File: src/rtl/dc_mem_ctrl_pkg.sv
// Shared types and constants for the data-cache memory sequencer.
// Covers the FSM state encoding, requester IDs and line/beat slicing helpers.
package dc_mem_ctrl_pkg;

    localparam int BUS_W  = 32;
    localparam int LINE_W = 128;
    localparam int BEATS  = LINE_W / BUS_W;
    localparam int CNT_W  = 2;

    localparam logic [CNT_W-1:0] LAST_BEAT = CNT_W'(BEATS - 1);
    localparam logic [CNT_W-1:0] ONE_BEAT  = 2'd0;

    typedef enum logic [2:0] {
        ST_IDLE    = 3'd0,
        ST_IO_BEAT = 3'd1,
        ST_IO_ACK  = 3'd2,
        ST_DC_WB   = 3'd3,
        ST_DC_FILL = 3'd4,
        ST_DC_ACK  = 3'd5,
        ST_IC_FILL = 3'd6,
        ST_IC_ACK  = 3'd7
    } state_t;

    typedef enum logic [1:0] {
        REQ_IO = 2'd0,
        REQ_DC = 2'd1,
        REQ_IC = 2'd2
    } req_id_t;

    // Beat k occupies bits [32k+31:32k] of a line.
    function automatic logic [BUS_W-1:0] line_beat(input logic [LINE_W-1:0] line,
                                                   input logic [CNT_W-1:0]  idx);
        return line[{idx, 5'd0} +: BUS_W];
    endfunction

    function automatic logic [LINE_W-1:0] line_insert(input logic [LINE_W-1:0] line,
                                                      input logic [CNT_W-1:0]  idx,
                                                      input logic [BUS_W-1:0]  word);
        logic [LINE_W-1:0] res;
        res = line;
        res[{idx, 5'd0} +: BUS_W] = word;
        return res;
    endfunction

endpackage

File: src/rtl/dc_mem_ctrl_mem_beat_seq.sv
// Bus beat sequencer: runs one phase of 1..BEATS beats from a base address,
// holding bus_req across back-to-back beats and flagging the last bus_ack.
module mem_beat_seq
    import dc_mem_ctrl_pkg::*;
(
    input  logic              clk,
    input  logic              rst,
    input  logic              start,
    input  logic              start_rw,
    input  logic [CNT_W-1:0]  start_last,
    input  logic [31:0]       start_base,
    input  logic [LINE_W-1:0] start_line,
    input  logic              bus_ack,
    output logic              bus_req,
    output logic              bus_rw,
    output logic [31:0]       bus_addr,
    output logic [BUS_W-1:0]  bus_wdata,
    output logic [CNT_W-1:0]  beat_idx,
    output logic              beat_done,
    output logic              last_done,
    output logic              busy
);

    logic              req_r;
    logic              rw_r;
    logic [31:0]       addr_r;
    logic [BUS_W-1:0]  wdata_r;
    logic [CNT_W-1:0]  cnt_r;
    logic [CNT_W-1:0]  last_r;
    logic [LINE_W-1:0] line_r;
    logic [CNT_W-1:0]  cnt_nxt_s;

    // An ack with no outstanding request is not a beat.
    assign beat_done = req_r & bus_ack;
    assign last_done = beat_done & (cnt_r == last_r);
    assign cnt_nxt_s = cnt_r + 2'd1;

    assign bus_req   = req_r;
    assign bus_rw    = rw_r;
    assign bus_addr  = addr_r;
    assign bus_wdata = wdata_r;
    assign beat_idx  = cnt_r;
    assign busy      = req_r;

    // Phase registers: load on start, step address/data on each acked beat.
    always_ff @(posedge clk) begin
        if (rst) begin
            req_r   <= 1'b0;
            rw_r    <= 1'b0;
            addr_r  <= 32'd0;
            wdata_r <= {BUS_W{1'b0}};
            cnt_r   <= {CNT_W{1'b0}};
            last_r  <= {CNT_W{1'b0}};
            line_r  <= {LINE_W{1'b0}};
        end else if (start) begin
            req_r   <= 1'b1;
            rw_r    <= start_rw;
            addr_r  <= start_base;
            wdata_r <= line_beat(start_line, 2'd0);
            cnt_r   <= {CNT_W{1'b0}};
            last_r  <= start_last;
            line_r  <= start_line;
        end else if (beat_done) begin
            if (last_done) begin
                req_r <= 1'b0;
                cnt_r <= {CNT_W{1'b0}};
            end else begin
                cnt_r   <= cnt_nxt_s;
                addr_r  <= addr_r + 32'd4;
                wdata_r <= line_beat(line_r, cnt_nxt_s);
            end
        end
    end

endmodule

File: src/rtl/dc_mem_ctrl.sv
// Memory-side sequencer for dcache miss/evict, uncached IO and icache fills
// over one shared 32-bit bus. IO wins outright; dcache/icache alternate.
module dc_mem_ctrl
    import dc_mem_ctrl_pkg::*;
(
    input  logic              clk,
    input  logic              rst,
    input  logic              dc_miss,
    input  logic [31:0]       dc_miss_addr,
    input  logic              dc_evict,
    input  logic [31:0]       dc_evict_addr,
    input  logic [LINE_W-1:0] dc_evict_data,
    output logic [LINE_W-1:0] dc_data_fill,
    output logic              dc_miss_ack,
    input  logic              io_access,
    input  logic              io_rw,
    input  logic [31:0]       io_addr,
    input  logic [31:0]       io_wr_data,
    output logic [31:0]       io_rd_data,
    output logic              io_ack,
    input  logic              ic_miss,
    input  logic [31:0]       ic_miss_addr,
    output logic [LINE_W-1:0] ic_data_fill,
    output logic              ic_miss_ack,
    output logic              bus_req,
    output logic              bus_rw,
    output logic [31:0]       bus_addr,
    output logic [BUS_W-1:0]  bus_wdata,
    input  logic [BUS_W-1:0]  bus_rdata,
    input  logic              bus_ack
);

    state_t            state_r, state_nxt_s;
    req_id_t           rr_last_r, rr_nxt_s;
    logic [31:0]       dc_fill_addr_r;
    logic [LINE_W-1:0] fill_buf_r;
    logic [LINE_W-1:0] fill_nxt_s;
    logic [LINE_W-1:0] dc_data_fill_r;
    logic [LINE_W-1:0] ic_data_fill_r;
    logic [31:0]       io_rd_data_r;
    logic              dc_miss_ack_r;
    logic              ic_miss_ack_r;
    logic              io_ack_r;

    logic              start_s;
    logic              start_rw_s;
    logic [CNT_W-1:0]  start_last_s;
    logic [31:0]       start_base_s;
    logic [LINE_W-1:0] start_line_s;
    logic              dc_grant_s;
    logic              fill_capture_s;
    logic              dc_fill_end_s;
    logic              ic_fill_end_s;
    logic              io_end_s;

    logic              seq_rw_s;
    logic [CNT_W-1:0]  seq_beat_idx_s;
    logic              seq_beat_done_s;
    logic              seq_last_done_s;
    logic              seq_busy_s;

    mem_beat_seq u_beat_seq (
        .clk        (clk),
        .rst        (rst),
        .start      (start_s),
        .start_rw   (start_rw_s),
        .start_last (start_last_s),
        .start_base (start_base_s),
        .start_line (start_line_s),
        .bus_ack    (bus_ack),
        .bus_req    (bus_req),
        .bus_rw     (seq_rw_s),
        .bus_addr   (bus_addr),
        .bus_wdata  (bus_wdata),
        .beat_idx   (seq_beat_idx_s),
        .beat_done  (seq_beat_done_s),
        .last_done  (seq_last_done_s),
        .busy       (seq_busy_s)
    );

    assign bus_rw       = seq_rw_s;
    assign dc_data_fill = dc_data_fill_r;
    assign ic_data_fill = ic_data_fill_r;
    assign io_rd_data   = io_rd_data_r;
    assign dc_miss_ack  = dc_miss_ack_r;
    assign ic_miss_ack  = ic_miss_ack_r;
    assign io_ack       = io_ack_r;

    assign fill_nxt_s     = line_insert(fill_buf_r, seq_beat_idx_s, bus_rdata);
    assign fill_capture_s = seq_beat_done_s & ~seq_rw_s &
                            ((state_r == ST_DC_FILL) | (state_r == ST_IC_FILL));
    assign dc_fill_end_s  = (state_r == ST_DC_FILL) & seq_last_done_s;
    assign ic_fill_end_s  = (state_r == ST_IC_FILL) & seq_last_done_s;
    assign io_end_s       = (state_r == ST_IO_BEAT) & seq_last_done_s;

    // Arbitration, phase launch and next-state decode.
    always_comb begin
        state_nxt_s  = state_r;
        rr_nxt_s     = rr_last_r;
        start_s      = 1'b0;
        start_rw_s   = 1'b0;
        start_last_s = LAST_BEAT;
        start_base_s = 32'd0;
        start_line_s = {LINE_W{1'b0}};
        dc_grant_s   = 1'b0;
        case (state_r)
            ST_IDLE: begin
                if (io_access) begin
                    state_nxt_s  = ST_IO_BEAT;
                    start_s      = 1'b1;
                    start_rw_s   = io_rw;
                    start_last_s = ONE_BEAT;
                    start_base_s = io_addr;
                    start_line_s = {{(LINE_W-BUS_W){1'b0}}, io_wr_data};
                end else if (dc_miss && (!ic_miss || rr_last_r == REQ_IC)) begin
                    dc_grant_s = 1'b1;
                    rr_nxt_s   = REQ_DC;
                    start_s    = 1'b1;
                    if (dc_evict) begin
                        state_nxt_s  = ST_DC_WB;
                        start_rw_s   = 1'b1;
                        start_base_s = dc_evict_addr;
                        start_line_s = dc_evict_data;
                    end else begin
                        state_nxt_s  = ST_DC_FILL;
                        start_base_s = dc_miss_addr;
                    end
                end else if (ic_miss) begin
                    rr_nxt_s     = REQ_IC;
                    state_nxt_s  = ST_IC_FILL;
                    start_s      = 1'b1;
                    start_base_s = ic_miss_addr;
                end else begin
                    state_nxt_s = ST_IDLE;
                end
            end
            ST_IO_BEAT: begin
                if (seq_last_done_s) begin
                    state_nxt_s = ST_IO_ACK;
                end else begin
                    state_nxt_s = ST_IO_BEAT;
                end
            end
            ST_DC_WB: begin
                if (seq_last_done_s) begin
                    state_nxt_s = ST_DC_FILL;
                end else begin
                    state_nxt_s = ST_DC_WB;
                end
            end
            ST_DC_FILL: begin
                // After a writeback bus_req has dropped; relaunch for the fill.
                if (!seq_busy_s) begin
                    start_s      = 1'b1;
                    start_base_s = dc_fill_addr_r;
                end else if (seq_last_done_s) begin
                    state_nxt_s = ST_DC_ACK;
                end else begin
                    state_nxt_s = ST_DC_FILL;
                end
            end
            ST_IC_FILL: begin
                if (seq_last_done_s) begin
                    state_nxt_s = ST_IC_ACK;
                end else begin
                    state_nxt_s = ST_IC_FILL;
                end
            end
            ST_IO_ACK, ST_DC_ACK, ST_IC_ACK: begin
                state_nxt_s = ST_IDLE;
            end
            default: begin
                state_nxt_s = ST_IDLE;
            end
        endcase
    end

    // State, arbitration history, fill assembly and registered outputs.
    always_ff @(posedge clk) begin
        if (rst) begin
            state_r        <= ST_IDLE;
            rr_last_r      <= REQ_IC;
            dc_fill_addr_r <= 32'd0;
            fill_buf_r     <= {LINE_W{1'b0}};
            dc_data_fill_r <= {LINE_W{1'b0}};
            ic_data_fill_r <= {LINE_W{1'b0}};
            io_rd_data_r   <= 32'd0;
            dc_miss_ack_r  <= 1'b0;
            ic_miss_ack_r  <= 1'b0;
            io_ack_r       <= 1'b0;
        end else begin
            state_r       <= state_nxt_s;
            rr_last_r     <= rr_nxt_s;
            dc_miss_ack_r <= dc_fill_end_s;
            ic_miss_ack_r <= ic_fill_end_s;
            io_ack_r      <= io_end_s;
            if (dc_grant_s) begin
                dc_fill_addr_r <= dc_miss_addr;
            end
            if (fill_capture_s) begin
                fill_buf_r <= fill_nxt_s;
            end
            if (dc_fill_end_s) begin
                dc_data_fill_r <= fill_nxt_s;
            end
            if (ic_fill_end_s) begin
                ic_data_fill_r <= fill_nxt_s;
            end
            if (io_end_s && !seq_rw_s) begin
                io_rd_data_r <= bus_rdata;
            end
        end
    end

endmodule

File: config.mk
export PLATFORM = sky130hd
export DESIGN_NAME = dc_mem_ctrl
export DESIGN_NICKNAME = d
export VERILOG_FILES = /design/src/rtl/dc_mem_ctrl_pkg.sv /design/src/rtl/dc_mem_ctrl_mem_beat_seq.sv /design/src/rtl/dc_mem_ctrl.sv
export SDC_FILE = /design/constraint.sdc
export NUM_CORES = 1
export LEC_CHECK = 0
export ABC_AREA = 1
export CORE_AREA = 4 4 268 270
export CTS_CLUSTER_DIAMETER = 50
export DETAILED_ROUTE_END_ITERATION = 16
export DIE_AREA = 0 0 272 274
export GPL_ROUTABILITY_DRIVEN = 1
export PLACE_DENSITY = 0.76
export SYNTH_ARGS = -nofsm -noshare
export SYNTH_HDL_FRONTEND = slang
export SYNTH_SLANG_ARGS = --single-unit
File: constraint.sdc
create_clock -name clk -period 6.9 [get_ports clk]
set_clock_uncertainty 0.1 [all_clocks]
set_input_delay 0.69 -clock clk [delete_from_list [all_inputs] [get_ports clk]]
set_output_delay 0.69 -clock clk [all_outputs]
set_load 0.02 [all_outputs]
==> impl_metrics.json, run 1 <==
{
  "grt_max_degree": 256,
  "fin_util_pct": 54.1,
  "cts_tree": "built",
  "ctsResizeCount": 0,
  "insertion_delay_ns": 0.62,
  "antenna_found_initial": 5,
  "worst-setup-path-type": "reg2reg",
  "end_kind": "flip-flop",
  "htree_levels": 3,
  "p_int_mw": 7.37,
  "layout_common_cells": "o21ai_0, clkdlybuf4s50_1, dfxtp_1",
  "hpwl_microns": 73900,
  "startpoint": "u_beat_seq.beat_idx[0]",
  "tns_ns": 0,
  "p_leak_nw": 14.7,
  "p_clk_share_pct": 42.3,
  "grt_usage_pct": 27.4,
  "regArea_sq_um": 13100,
  "period_share_pct": 53.4,
  "boundaryPins": 685,
  "drive_gt1_share_pct": 4.85,
  "die_area_sq_um": 74500,
  "reg2regPathDepth": 8,
  "tightest_slew_ns": 1.18,
  "pwr-share-comb_pct": 17.7,
  "holdPathStages": 2,
  "die_x_microns": 272,
  "fmax_mhz": 271,
  "rr_startpoint": "u_beat_seq.beat_idx[0]",
  "grt_pass1_vias": 26469,
  "mostFrequentLayoutCell": "o21ai_0",
  "area_growth_pct": 35.7,
  "ant_nets": 0,
  "cp_cell_sequence": "inv_2, ha_1, inv_2, buf_4, nand3_1, nor2_1, a21oi_1, a21oi_1",
  "grt_setup_unrepaired": "false",
  "drv_cap": 0,
  "period_needed_ns": 3.68,
  "worstPathArrival_ns": 4.12,
  "die_h_microns": 274,
  "firstDrtPassIters": 6,
  "path_clk_slew_ns": 0.06,
  "port_buffers": 684,
  "synth_area_leaders": "dfxtp_1, o21ai_0, a21oi_1",
  "hp-class": "reg2reg",
  "num_rows": 97,
  "synth_area_sq_um": 27700,
  "clock_path_buffers": 3,
  "synth_top_area_share_pct": 47.2,
  "avgSynthCellArea_sq_um": 7.15,
  "syn_nets": 4207,
  "hold_viol_final": 0,
  "synth_cell_types": 39,
  "wl_microns": 107000,
  "critPathMaxStageDelay_ns": 0.64,
  "synthArstFlopShare_pct": 0,
  "synth_area_leader_cell": "dfxtp_1",
  "root_buffer": "clkbuf_16",
  "seqPwrFrac_pct": 40.0,
  "synth_edf_count": 0,
  "peakVddDrop_mv": 0.206,
  "overflow": 0,
  "synth-seq-area-share_pct": 47.2,
  "hp-start": "u_beat_seq.line_r[28]",
  "ys_dominant_reg_cell": "dfxtp_1",
  "start_kind": "flip-flop",
  "synth_cells": 3873,
  "gp_congestion": 0.930,
  "drt_iter0_drc": 2820,
  "grt_pass1_wl_microns": 161000,
  "ctsHoldBuffers": 0,
  "vias": 28728,
  "multiInputGateArea_sq_um": 12300,
  "cts-buffers-inserted": 81,
  "p_sw_share_pct": 29.9,
  "power_density_nw_per_um2": 280,
  "drcViolationCount": 0,
  "start_util_pct": 39.8,
  "via_per_inst": 5.34,
  "n_fill_cell": 6547,
  "crit_slowest_cell": "dfxtp_4",
  "status": "finished, final reports clean",
  "postCtsSetupBuffers": 0,
  "setup_viol": 0,
  "cp_max_fo": 49,
  "maxSlewViolCount": 0,
  "slew_headroom_pct": 21.1,
  "cts.sinks": 653,
  "core_sq_um": 69500,
  "crit_required_ns": 7.33,
  "avgRoutedWirePerCell_microns": 20.0,
  "fin_nets": 4702,
  "ys_warn_count": 0,
  "ys_ff_latch": 653,
  "switching_power_mw": 3.14
}
-- cell usage after synthesis (3+ instances only) --
| master | number |
|---|---|
| buf_1 | 13 |
| nor3_1 | 3 |
| inv_1 | 264 |
| ha_1 | 6 |
| nand3_1 | 163 |
| xnor2_1 | 3 |
| a2bb2oi_1 | 30 |
| buf_2 | 100 |
| buf_6 | 4 |
| xor2_1 | 3 |
| o31ai_1 | 4 |
| nand4_1 | 6 |
| nor2_1 | 508 |
| a21oi_1 | 532 |
| clkbuf_1 | 187 |
| o21ai_0 | 709 |
| dfxtp_1 | 653 |
| a31oi_1 | 4 |
| o21ai_1 | 32 |
| or2_2 | 16 |
| inv_2 | 5 |
| nand2_1 | 555 |
| a32oi_1 | 18 |
| o21bai_1 | 4 |
| o22ai_1 | 31 |
| nand2_2 | 3 |
-- path summary, 6_finish.rpt --
kind	end	slack [ns]
max reg2reg	dc_data_fill[34]	3.22
min	u_beat_seq.line_r[28]	0.35
max	dc_data_fill[34]	3.22
min reg2reg	u_beat_seq.line_r[28]	0.35
-- through the flow --
| step | instances | hold WS, ns | cell area (sq um) | total power, mW | setup WS [ns] |
|---|---|---|---|---|---|
| after floorplan | 3873 | 0.323 | 27700 | 5.24 | 4.58 |
| after global placement | 5225 | 0.332 | 34700 | 6.10 | 3.09 |
| after detailed placement | 5225 | 0.340 | 34700 | 6.12 | 2.96 |
| after CTS | 5373 | 0.355 | 37600 | 10.6 | 3.19 |
| after global routing | 5377 | 0.383 | 37600 | 10.9 | 2.91 |
| final | 5377 | 0.353 | 37600 | 10.5 | 3.22 |
-- cells by family (layout without fill, tap and decap cells) --
group | after synthesis | count (layout) | synth area share [%]
adders and majority gates | 6 | 6 | 0.271
muxes | 2 | 2 | 0.0723
xor gates and xnor gates | 6 | 6 | 0.190
DFF | 653 | 653 | 47.2
and+or+nand+nor | 1261 | 1261 | 18.2
other | 0 | 4 | 0
AOI/OAI and AO/OA | 1368 | 1368 | 25.7
buffers and inverters | 577 | 1137 | 8.42
-- registers in the layout, indices dropped and copies added (netlist names) --
| name | flops |
|---|---|
| rr_last_r | 2 |
| ic_data_fill | 128 |
| io_rd_data | 32 |
| u_beat_seq.beat_idx | 2 |
| io_ack | 1 |
| dc_fill_addr_r | 32 |
| dc_data_fill | 128 |
| u_beat_seq.line_r | 128 |
| u_beat_seq.bus_rw | 1 |
| u_beat_seq.last_r | 1 |
| u_beat_seq.bus_wdata | 32 |
| state_r | 3 |
| u_beat_seq.bus_req | 1 |
| u_beat_seq.bus_addr | 32 |
| ic_miss_ack | 1 |
| dc_miss_ack | 1 |
| fill_buf_r | 128 |
-- power groups by stage --
stage	Clock (mW)	Combinational, mW	Sequential [mW]
floorplan	0	0.860	4.38
global placement	0	1.83	4.27
detailed placement	0	1.84	4.27
CTS	4.51	1.85	4.20
global route	4.66	2.01	4.23
finish	4.45	1.86	4.20
-- routing by layer --
metal / global-route usage, % / routed length [microns] / vias to the layer above
met1: 36.7 / 45400 / 13375
li1: - / - / 13873
met2: 44.1 / 49600 / 1235
met4: 11.3 / 4690 / 2
met3: 4.31 / 7760 / 243
met5: 0 / 7 / -
-- area by class of cell --
cell class,count,area share (%)
sequential,653,34.8
multi-input combinational,2643,32.8
timing repair buffer,718,19.0
clock buffer,102,5.90
tap,940,3.13
inverter,271,2.73
clock inverter,46,1.67
antenna,4,0.0266
-- critical path, delay by kind of cell (launching register included) --
family,cells,cell delay (ns)
adders and majority gates,1,0.43
AOI/OAI and AO/OA,2,0.28
buffers and inverters,3,1.50
DFF,1,0.64
and+or+nand+nor,2,0.57
No activity file was read; power rests on OpenSTA's default activity.
==> inputs of run 2 (changes only) <==
- CORE_AREA: 4 4 268 270 -> 4 4 263 265
- DIE_AREA: 0 0 272 274 -> 0 0 267 269
- PLACE_DENSITY: 0.76 -> 0.78
- clock period: 6.9 -> 3.6 ns (I/O delays scaled with it)
==> run 2 against run 1 <==
Against the previous run: critical path depth is 1 lower; die area down 3.6%; first-iteration DRC count grew 21%.
==> impl_metrics.json, run 2 (synthesis results as in run 1) <==
{
  "gr-usage-met3_pct": 6.07,
  "ant_nets": 0,
  "grt_usage_pct": 28.0,
  "postCtsSetupBuffers": 0,
  "firstDrtPassIters": 6,
  "power_density_nw_per_um2": 531,
  "grt_max_degree": 187,
  "root_buffer": "clkbuf_16",
  "hold_slack_ns": 0.183,
  "die_area_sq_um": 71800,
  "tightest_slew_ns": 1.11,
  "peakVddDrop_mv": 0.557,
  "grt_pass1_wl_microns": 158000,
  "fin_nets": 4724,
  "start_kind": "flip-flop",
  "vias": 28912,
  "end_kind": "flip-flop",
  "cp_max_fo": 18,
  "grt_pass1_vias": 26368,
  "worstPathArrival_ns": 3.14,
  "grt_use_met1_pct": 37.2,
  "worst-setup-path-type": "reg2reg",
  "insertion_delay_ns": 0.62,
  "status": "finished, final reports clean",
  "hold_viol_final": 0,
  "ctsResizeCount": 0,
  "drt_iter0_drc": 3404,
  "power_mw": 20.0,
  "setup_viol": 0,
  "startpoint": "u_beat_seq.beat_idx[1]",
  "hpwl_microns": 75300,
  "critPathBufInv": 2,
  "cts-buffers-inserted": 80,
  "drcViolationCount": 0,
  "port_buffers": 684,
  "reg2reg_to": "ic_data_fill[38]",
  "antenna_found_initial": 15,
  "reg2regPathDepth": 7,
  "crit_slowest_cell": "a32oi_1",
  "die_h_microns": 269,
  "avgRoutedWirePerCell_microns": 20.3,
  "cts.sinks": 653,
  "grt_setup_unrepaired": "false",
  "core_sq_um": 66800,
  "mostFrequentLayoutCell": "o21ai_0",
  "maxSlewViolCount": 0,
  "p_leak_nw": 14.8,
  "gp_congestion": 0.932,
  "hp-start": "dc_evict_data[86]",
  "n_fill_cell": 6162,
  "gr-usage-met2_pct": 44.0,
  "fmax_mhz": 361,
  "start_util_pct": 41.5,
  "num_rows": 95,
  "holdPathStages": 3,
  "path_clk_slew_ns": 0.06,
  "drive_gt1_share_pct": 5.32,
  "die_x_microns": 267,
  "clock_path_buffers": 3,
  "rrSetupSlack_ns": 0.83,
  "slew_headroom_pct": 25.8,
  "boundaryPins": 685,
  "layout_common_cells": "o21ai_0, clkdlybuf4s50_1, dfxtp_1",
  "cp_cell_sequence": "inv_1, ha_1, nand2_1, nor2_1, buf_4, a32oi_1, a21oi_1",
  "hp-class": "in2reg",
  "via_per_inst": 5.42,
  "drv_cap": 0,
  "period_needed_ns": 2.77,
  "crit_required_ns": 3.97,
  "top_usage_layer": "met2",
  "wl_microns": 108000,
  "period_share_pct": 76.9,
  "critical-path-top-delay-family": "compound AO/OA/AOI/OAI gates",
  "area_growth_pct": 36.1,
  "rr_startpoint": "u_beat_seq.beat_idx[1]",
  "tns_ns": 0,
  "ctsHoldBuffers": 0,
  "critPathMaxStageDelay_ns": 0.52,
  "htree_levels": 3,
  "overflow": 0,
  "holdPathEnd": "u_beat_seq.line_r[86]",
  "cts_tree": "built"
}
[run 2: changes by cell type in the layout (fill, tap and decap cells not counted), moves of 2 or more]
cell        change
buf_4          +17
buf_12          +6
diode_2         +6
clkinv_2        +4
inv_6           +4
clkinv_4        -3
clkbuf_8        -2
clkinvlp_4      -2
inv_8           +2
[run 2: cell type report]
cell class | count | area, sq um | area share (%)
Multi-Input combinational cell | 2643 | 12300 | 32.7
Clock buffer | 101 | 2190 | 5.82
Inverter | 271 | 1030 | 2.73
Sequential cell | 653 | 13100 | 34.7
Clock inverter | 47 | 569 | 1.51
Antenna cell | 10 | 25.0 | 0.0664
Timing Repair Buffer | 741 | 7380 | 19.6
Tap cell | 873 | 1090 | 2.90
[run 2: worst max path at each step]
stage / cells past startpoint / end / slack, ns
after floorplan: 9 / dc_data_fill[43] / 1.28
after global placement: 8 / u_beat_seq.line_r[89] / 0.73
after detailed placement: 8 / u_beat_seq.line_r[72] / 0.61
after CTS: 7 / ic_data_fill[38] / 0.85
after global routing: 10 / io_rd_data[28] / 0.66
final: 7 / ic_data_fill[38] / 0.83
[run 2: per-stage QoR]
stage | utilization (%) | area [sq um] | setup slack [ns] | instances
floorplan | - | 27700 | 1.28 | 3873
global placement | 52.2 | 34900 | 0.725 | 5181
detailed placement | 52.2 | 34900 | 0.615 | 5181
CTS | 56.4 | 37700 | 0.847 | 5329
global route | 56.4 | 37700 | 0.664 | 5339
finish | 56.4 | 37700 | 0.832 | 5339
[run 2: power breakdown]
part / internal [mW] / switching [mW] / total (mW) / leakage (nW)
logic: 1.38 / 2.24 / 3.63 / 8.12
registers: 7.67 / 0.370 / 8.04 / 5.29
clock network: 4.98 / 3.37 / 8.35 / 1.36
total: 14.0 / 5.98 / 20.0 / 14.8
[run 2: layer usage]
layer	wire [microns]	share of wire, %
met3	8960	8.3
met5	54	0.050
met4	4800	4.4
met1	44700	41
met2	49700	46
[run 2: worst register-to-register path, cell delays in order, from the launching register on]
cell and delay (ns):
dfxtp_1 0.46, inv_1 0.17, ha_1 0.47, nand2_1 0.42, nor2_1 0.11, buf_4 0.23, a32oi_1 0.52, a21oi_1 0.14
